[config.mk]
export PLATFORM = sky130hd
export DESIGN_NAME = tdm_demux
export DESIGN_NICKNAME = d
export VERILOG_FILES = /design/src/rtl/tdm_demux_pkg.sv /design/src/rtl/tdm_slot_counter.sv /design/src/rtl/tdm_demux.sv
export SDC_FILE = /design/constraint.sdc
export NUM_CORES = 1
export LEC_CHECK = 0
export ABC_CLOCK_PERIOD_IN_PS = 2400
export BUFFER_PORTS_ARGS = -buffer_cell sky130_fd_sc_hd__clkbuf_2
export CAP_MARGIN = 25
export CORE_ASPECT_RATIO = 0.5
export CORE_UTILIZATION = 34
export CTS_CLUSTER_DIAMETER = 60
export DETAILED_ROUTE_END_ITERATION = 12
export PLACE_DENSITY = 0.64
export SLEW_MARGIN = 15
export SYNTH_ARGS = -nofsm -noshare
export SYNTH_HDL_FRONTEND = slang
export SYNTH_SLANG_ARGS = --single-unit
export TNS_END_PERCENT = 5
[constraint.sdc]
create_clock -name clk -period 2.4 [get_ports clk]
set_input_delay 0.12 -clock clk [delete_from_list [all_inputs] [get_ports clk]]
set_output_delay 0.12 -clock clk [all_outputs]
set_load 0.02 [all_outputs]
[src/rtl/tdm_demux_pkg.sv]
// Shared types and helpers for the TDM demultiplexer.
// Pure declarations: no latency, no backpressure.
// Optional error counter is enabled with TDM_DEMUX_ERRCNT_EN.
package tdm_demux_pkg;

    typedef enum logic {
        HUNT   = 1'b0,
        LOCKED = 1'b1
    } state_t;

    // Slot index width; never narrower than one bit.
    function automatic int sel_w(input int channels);
        return (channels > 1) ? $clog2(channels) : 1;
    endfunction

endpackage

[src/rtl/tdm_slot_counter.sv]
// Slot index counter: load-to-1 on sync, increment per word, wrap after the last slot.
// Latency: sel updates on the edge after load1/inc; last is combinational from sel.
// No backpressure: advances only when told to.
module tdm_slot_counter #(
    parameter int CHANNELS = 4,
    parameter int SEL_W    = 2
) (
    input  logic             clk,
    input  logic             rst,
    input  logic             load1,
    input  logic             inc,
    output logic [SEL_W-1:0] sel,
    output logic             last
);

    assign last = (sel == SEL_W'(CHANNELS - 1));

    always_ff @(posedge clk or posedge rst) begin
        if (rst) begin
            sel <= '0;
        end else if (load1) begin
            sel <= SEL_W'(1);
        end else if (inc) begin
            sel <= last ? '0 : sel + 1'b1;
        end
    end

endmodule

[src/rtl/tdm_demux.sv]
// Word-serial TDM receiver: aligns on frame_sync and publishes whole frames in parallel.
// Latency: out_data/out_valid register on the edge that accepts the last slot word.
// No backpressure: every qualified word is consumed; optional err_count via TDM_DEMUX_ERRCNT_EN.
module tdm_demux
    import tdm_demux_pkg::*;
#(
    parameter  int CHANNELS = 4,
    parameter  int WIDTH    = 8,
    localparam int SEL_W    = sel_w(CHANNELS)
) (
    input  logic                      clk,
    input  logic                      rst,
    input  logic [WIDTH-1:0]          in_data,
    input  logic                      in_valid,
    input  logic                      frame_sync,
    output logic [CHANNELS*WIDTH-1:0] out_data,
    output logic                      out_valid,
    output logic [SEL_W-1:0]          sel,
    output logic                      locked,
`ifdef TDM_DEMUX_ERRCNT_EN
    output logic [7:0]                err_count,
`endif
    output logic                      frame_err
);

    state_t                    state, state_n;
    logic [CHANNELS*WIDTH-1:0] shadow;
    logic                      last;
    logic                      wr_zero, wr_en, load1, inc, publish, err;

    tdm_slot_counter #(
        .CHANNELS (CHANNELS),
        .SEL_W    (SEL_W)
    ) u_slot_counter (
        .clk   (clk),
        .rst   (rst),
        .load1 (load1),
        .inc   (inc),
        .sel   (sel),
        .last  (last)
    );

    always_ff @(posedge clk or posedge rst) begin
        if (rst) begin
            state <= HUNT;
        end else begin
            state <= state_n;
        end
    end

    always_comb begin
        state_n = state;
        wr_zero = 1'b0;
        wr_en   = 1'b0;
        load1   = 1'b0;
        inc     = 1'b0;
        publish = 1'b0;
        err     = 1'b0;
        case (state)
            HUNT: begin
                if (in_valid && frame_sync) begin
                    wr_zero = 1'b1;
                    load1   = 1'b1;
                    state_n = LOCKED;
                end
            end
            LOCKED: begin
                if (in_valid) begin
                    if (frame_sync) begin
                        // Sync mid-frame restarts alignment on this word.
                        wr_zero = 1'b1;
                        load1   = 1'b1;
                        err     = (sel != '0);
                    end else if (sel == '0) begin
                        err     = 1'b1;
                        state_n = HUNT;
                    end else begin
                        wr_en   = 1'b1;
                        inc     = 1'b1;
                        publish = last;
                    end
                end
            end
            default: state_n = HUNT;
        endcase
    end

    assign locked = (state == LOCKED);

    always_ff @(posedge clk or posedge rst) begin
        if (rst) begin
            shadow    <= '0;
            out_data  <= '0;
            out_valid <= 1'b0;
            frame_err <= 1'b0;
        end else begin
            out_valid <= publish;
            frame_err <= err;
            if (wr_zero) begin
                shadow[WIDTH-1:0] <= in_data;
            end else if (wr_en) begin
                shadow[int'(sel)*WIDTH +: WIDTH] <= in_data;
            end
            // The final word bypasses the shadow so the frame lands in one edge.
            if (publish) begin
                out_data <= {in_data, shadow[(CHANNELS-1)*WIDTH-1:0]};
            end
        end
    end

`ifdef TDM_DEMUX_ERRCNT_EN
    always_ff @(posedge clk or posedge rst) begin
        if (rst) begin
            err_count <= 8'd0;
        end else if (err && (err_count != 8'hFF)) begin
            err_count <= err_count + 8'd1;
        end
    end
`endif

endmodule

==> impl_metrics.tcl <==
set metrics [dict create \
    ant_nets 0 \
    cp_num_cells 6 \
    worstRegToRegCells 6 \
    critical_path_class "register to register" \
    violations "hold timing" \
    drive_above_1_share_pct 55.02 \
    r2r_end "shadow[21]$_DFFE_PP0P_" \
    tightest_slew_ns 0.7511 \
    clk_pin_slew_ns 0.05 \
    startpoint "u_slot_counter.sel[0]$_DFFE_PP0P_" \
    grtUsageMet3_pct 6.032 \
    p_comb_share_pct 27.7 \
    skew_ns 0.005359 \
    intPower_w 0.002858 \
    core_mm2 0.006937 \
    synth_top_family_by_area "multiplexers" \
    status "finished, violations left" \
    synth_area_mm2 0.002541 \
    drcViolationCount 0 \
    yosys_warnings 0 \
    pin_count 49 \
    critPathMaxFanout 16 \
    avgRoutedWirePerCell_um 15.07 \
    finalCritPeriodShare_pct 82.19 \
    critPathTopFamily "simple AND/OR/NAND/NOR gates" \
    grt_pass1_wl_mm 8.107 \
    cts_max_path_buffers 2 \
    slew_viol_final 0 \
    numCtsBuffers 9 \
    yosys.area_share.simple_pct 7.927 \
    whs_ns -0.008649 \
    die_h_um 63.13 \
    p_per_area_mw_per_mm2 1271 \
    wl_mm 4.838 \
    root_buffer "clkbuf_16" \
    clock-sinks 61 \
    hold_violations 12 \
    vdd_ir_drop_max_mv 0.4912 \
    first_pass_iters 4 \
    syn_inst 172 \
    crit_end "shadow[21]$_DFFE_PP0P_" \
    synth_compound_gate_area_share_pct 6.942 \
    avgSynthCellArea_um2 14.77 \
    max_stage_delay_ns 0.47 \
    critPathBufInv 2 \
    seqPwrFrac_pct 36.3 \
    synth_cell_types 24 \
    gp_congestion 0.8572 \
    grt_util_met1_pct 16.97 \
    die_w_um 124.3 \
    worstSkewPairLatency_ns 0.32 \
    fillers 620 \
    post-route-min-period_ns 1.972 \
    p_clk_share_pct 35.9 \
    synthXorXnorAreaFrac_pct 0 \
    synth_fa_ha_area_share_pct 3.447 \
    worstPathCellList "inv_1 > ha_1 > and4bb_1 > buf_4 > nand2_1 > a21bo_2" \
    vias 1522 \
    top_usage_layer "met2" \
    multi_input_area_um2 938.4 \
    drt_iter0_drc 64 \
    fmaxAchievable_mhz 507.0 \
    rows 21 \
    htree_levels 3 \
    cts_tree "yes" \
    dpl.hpwl_mm 3.471 \
    synth_top_area_cell "dfrtp_1" \
    startpoint_type "register" \
    dieArea_mm2 0.007845 \
    seqCellArea_mm2 0.001526 \
    start_util_pct 36.63 \
    relSlewSlack_pct 49.93 \
    syn2layout_area_growth_pct 26.78 \
    netSwitchingFraction_pct 30.22 \
    rsz0062_at_grt "false" \
    arrival_ns 2.18 \
    cpMaxStageDelayCell "dfrtp_1" \
    setup_viol 0 \
    cts_resized 0 \
    mappedNetlistNets 191 \
    grt_use_met2_pct 20.99 \
    antenna_found_initial 0 \
    post_drt_via_cell_ratio 4.741 \
    setup-tns-final_ns 0 \
    cp.required_ns 2.61 \
    numPortBuffers 48 \
    fin_nets 244 \
    grt_max_degree 62 \
    track_usage_pct 13.80 \
    diodes 0 \
    ys_ff_latch 61 \
    rrSetupSlack_ns 0.43 \
    grt_pass1_vias 1620 \
    yosysTopAreaCellShare_pct 60.07 \
    timing.rr.start "u_slot_counter.sel[0]$_DFFE_PP0P_" \
    p_switching_w 0.001238 \
    worstHoldPathType "primary input to asynchronous set/reset pin" \
    leakagePower_nw 1.666 \
    cts_hold_buf 0 \
    gr-total-overflow 0 \
    postCtsSetupBuffers 0 \
    p_total_w 0.004096 \
    end_kind "register" \
    maxCapViolCount 0 \
    synthMuxAreaShare_pct 18.61 \
    seq_area_frac_synth_pct 60.07 \
    yosys-top-cells-area "dfrtp_1, mux2_2, a21bo_2" \
]
[layer usage]
metal  part of all wire, %  wire, µm  vias to the layer above
met5                     0         0                        -
met4                   1.3        63                        0
met3                   4.5       216                        9
met2                    47      2254                       27
met1                    48      2304                      760
li1                      -         -                      726
[area by class of cell]
type / count / share of cell area [%]
multi-input combinational: 97 / 29.13
inverter: 5 / 0.5825
sequential: 61 / 47.38
timing repair buffer: 51 / 8.544
tap: 92 / 3.573
clock buffer: 11 / 7.845
clock inverter: 4 / 2.951
[state kept, by name (all words and copies together), names as in the netlist]
name,count
shadow,24
u_slot_counter.sel,2
frame_err,1
out_valid,1
out_data,32
locked,1
[cells in the final DEF (no fill, tap or decap), types with 2 or more instances in the layout]
master | synthesis | final
bufinv_16 | 0 | 3
and3b_1 | 3 | 3
nand2_1 | 3 | 3
o21ai_0 | 3 | 3
inv_1 | 5 | 4
buf_4 | 4 | 2
ha_1 | 7 | 7
mux2_2 | 42 | 42
clkbuf_16 | 0 | 9
clkbuf_2 | 0 | 48
dfrtp_1 | 61 | 61
clkbuf_8 | 0 | 2
nand4_1 | 14 | 14
a21bo_2 | 14 | 14
[how the worst min path moves through the flow]
stage                     cells after the start                        to       start
after floorplan                               1  out_data[24]$_DFFE_PP0P_  in_data[0]
after global placement                        3       out_valid$_DFF_PP0_         rst
after detailed placement                      3       out_valid$_DFF_PP0_         rst
after CTS                                     3       out_valid$_DFF_PP0_         rst
after global routing                          3       out_valid$_DFF_PP0_         rst
final                                         3       out_valid$_DFF_PP0_         rst
[worst min-delay path: stages]
cell	delay, ns
clkbuf_2	0.09
inv_2	0.03
buf_4	0.58
[synthesized netlist by cell type]
library cell,instances
a31oi_1,1
and2_1,1
o21ai_0,3
ha_1,7
buf_6,1
a32o_1,1
and3b_1,3
nand4_1,14
a21oi_1,1
nor4b_2,1
buf_2,1
a21bo_2,14
nor4b_1,1
mux2_2,42
dfrtp_1,61
clkbuf_1,3
nand2_4,1
buf_4,4
nand4_2,1
nor2b_1,1
nand2_1,3
nor2_1,1
inv_1,5
and4bb_1,1
[power groups by stage]
stage               Combinational (W)  Sequential (W)  Clock [W]
floorplan                    0.000576         0.00172          0
global placement              0.00111         0.00149          0
detailed placement            0.00114         0.00151          0
CTS                           0.00115         0.00149    0.00150
global route                  0.00123         0.00153    0.00155
finish                        0.00114         0.00149    0.00147
[metrics by stage]
stage / instances / setup slack (ns) / util, % / instance area, µm²
after floorplan: 172 / 0.5410 / - / 2541
after global placement: 306 / 0.5380 / 41.43 / 2874
after detailed placement: 306 / 0.4243 / 41.43 / 2874
after CTS: 321 / 0.4324 / 46.45 / 3222
after global routing: 321 / 0.2533 / 46.45 / 3222
final: 321 / 0.4275 / 46.45 / 3222
[kinds of logic after synthesis]
group | Yosys count
buffers and inverters | 14
multiplexers | 42
AO/OA/AOI/OAI | 20
flip-flops | 61
AND/OR/NAND/NOR | 28
adder cells (fa/ha/maj) | 7
Power figures use the tool's default switching activity.
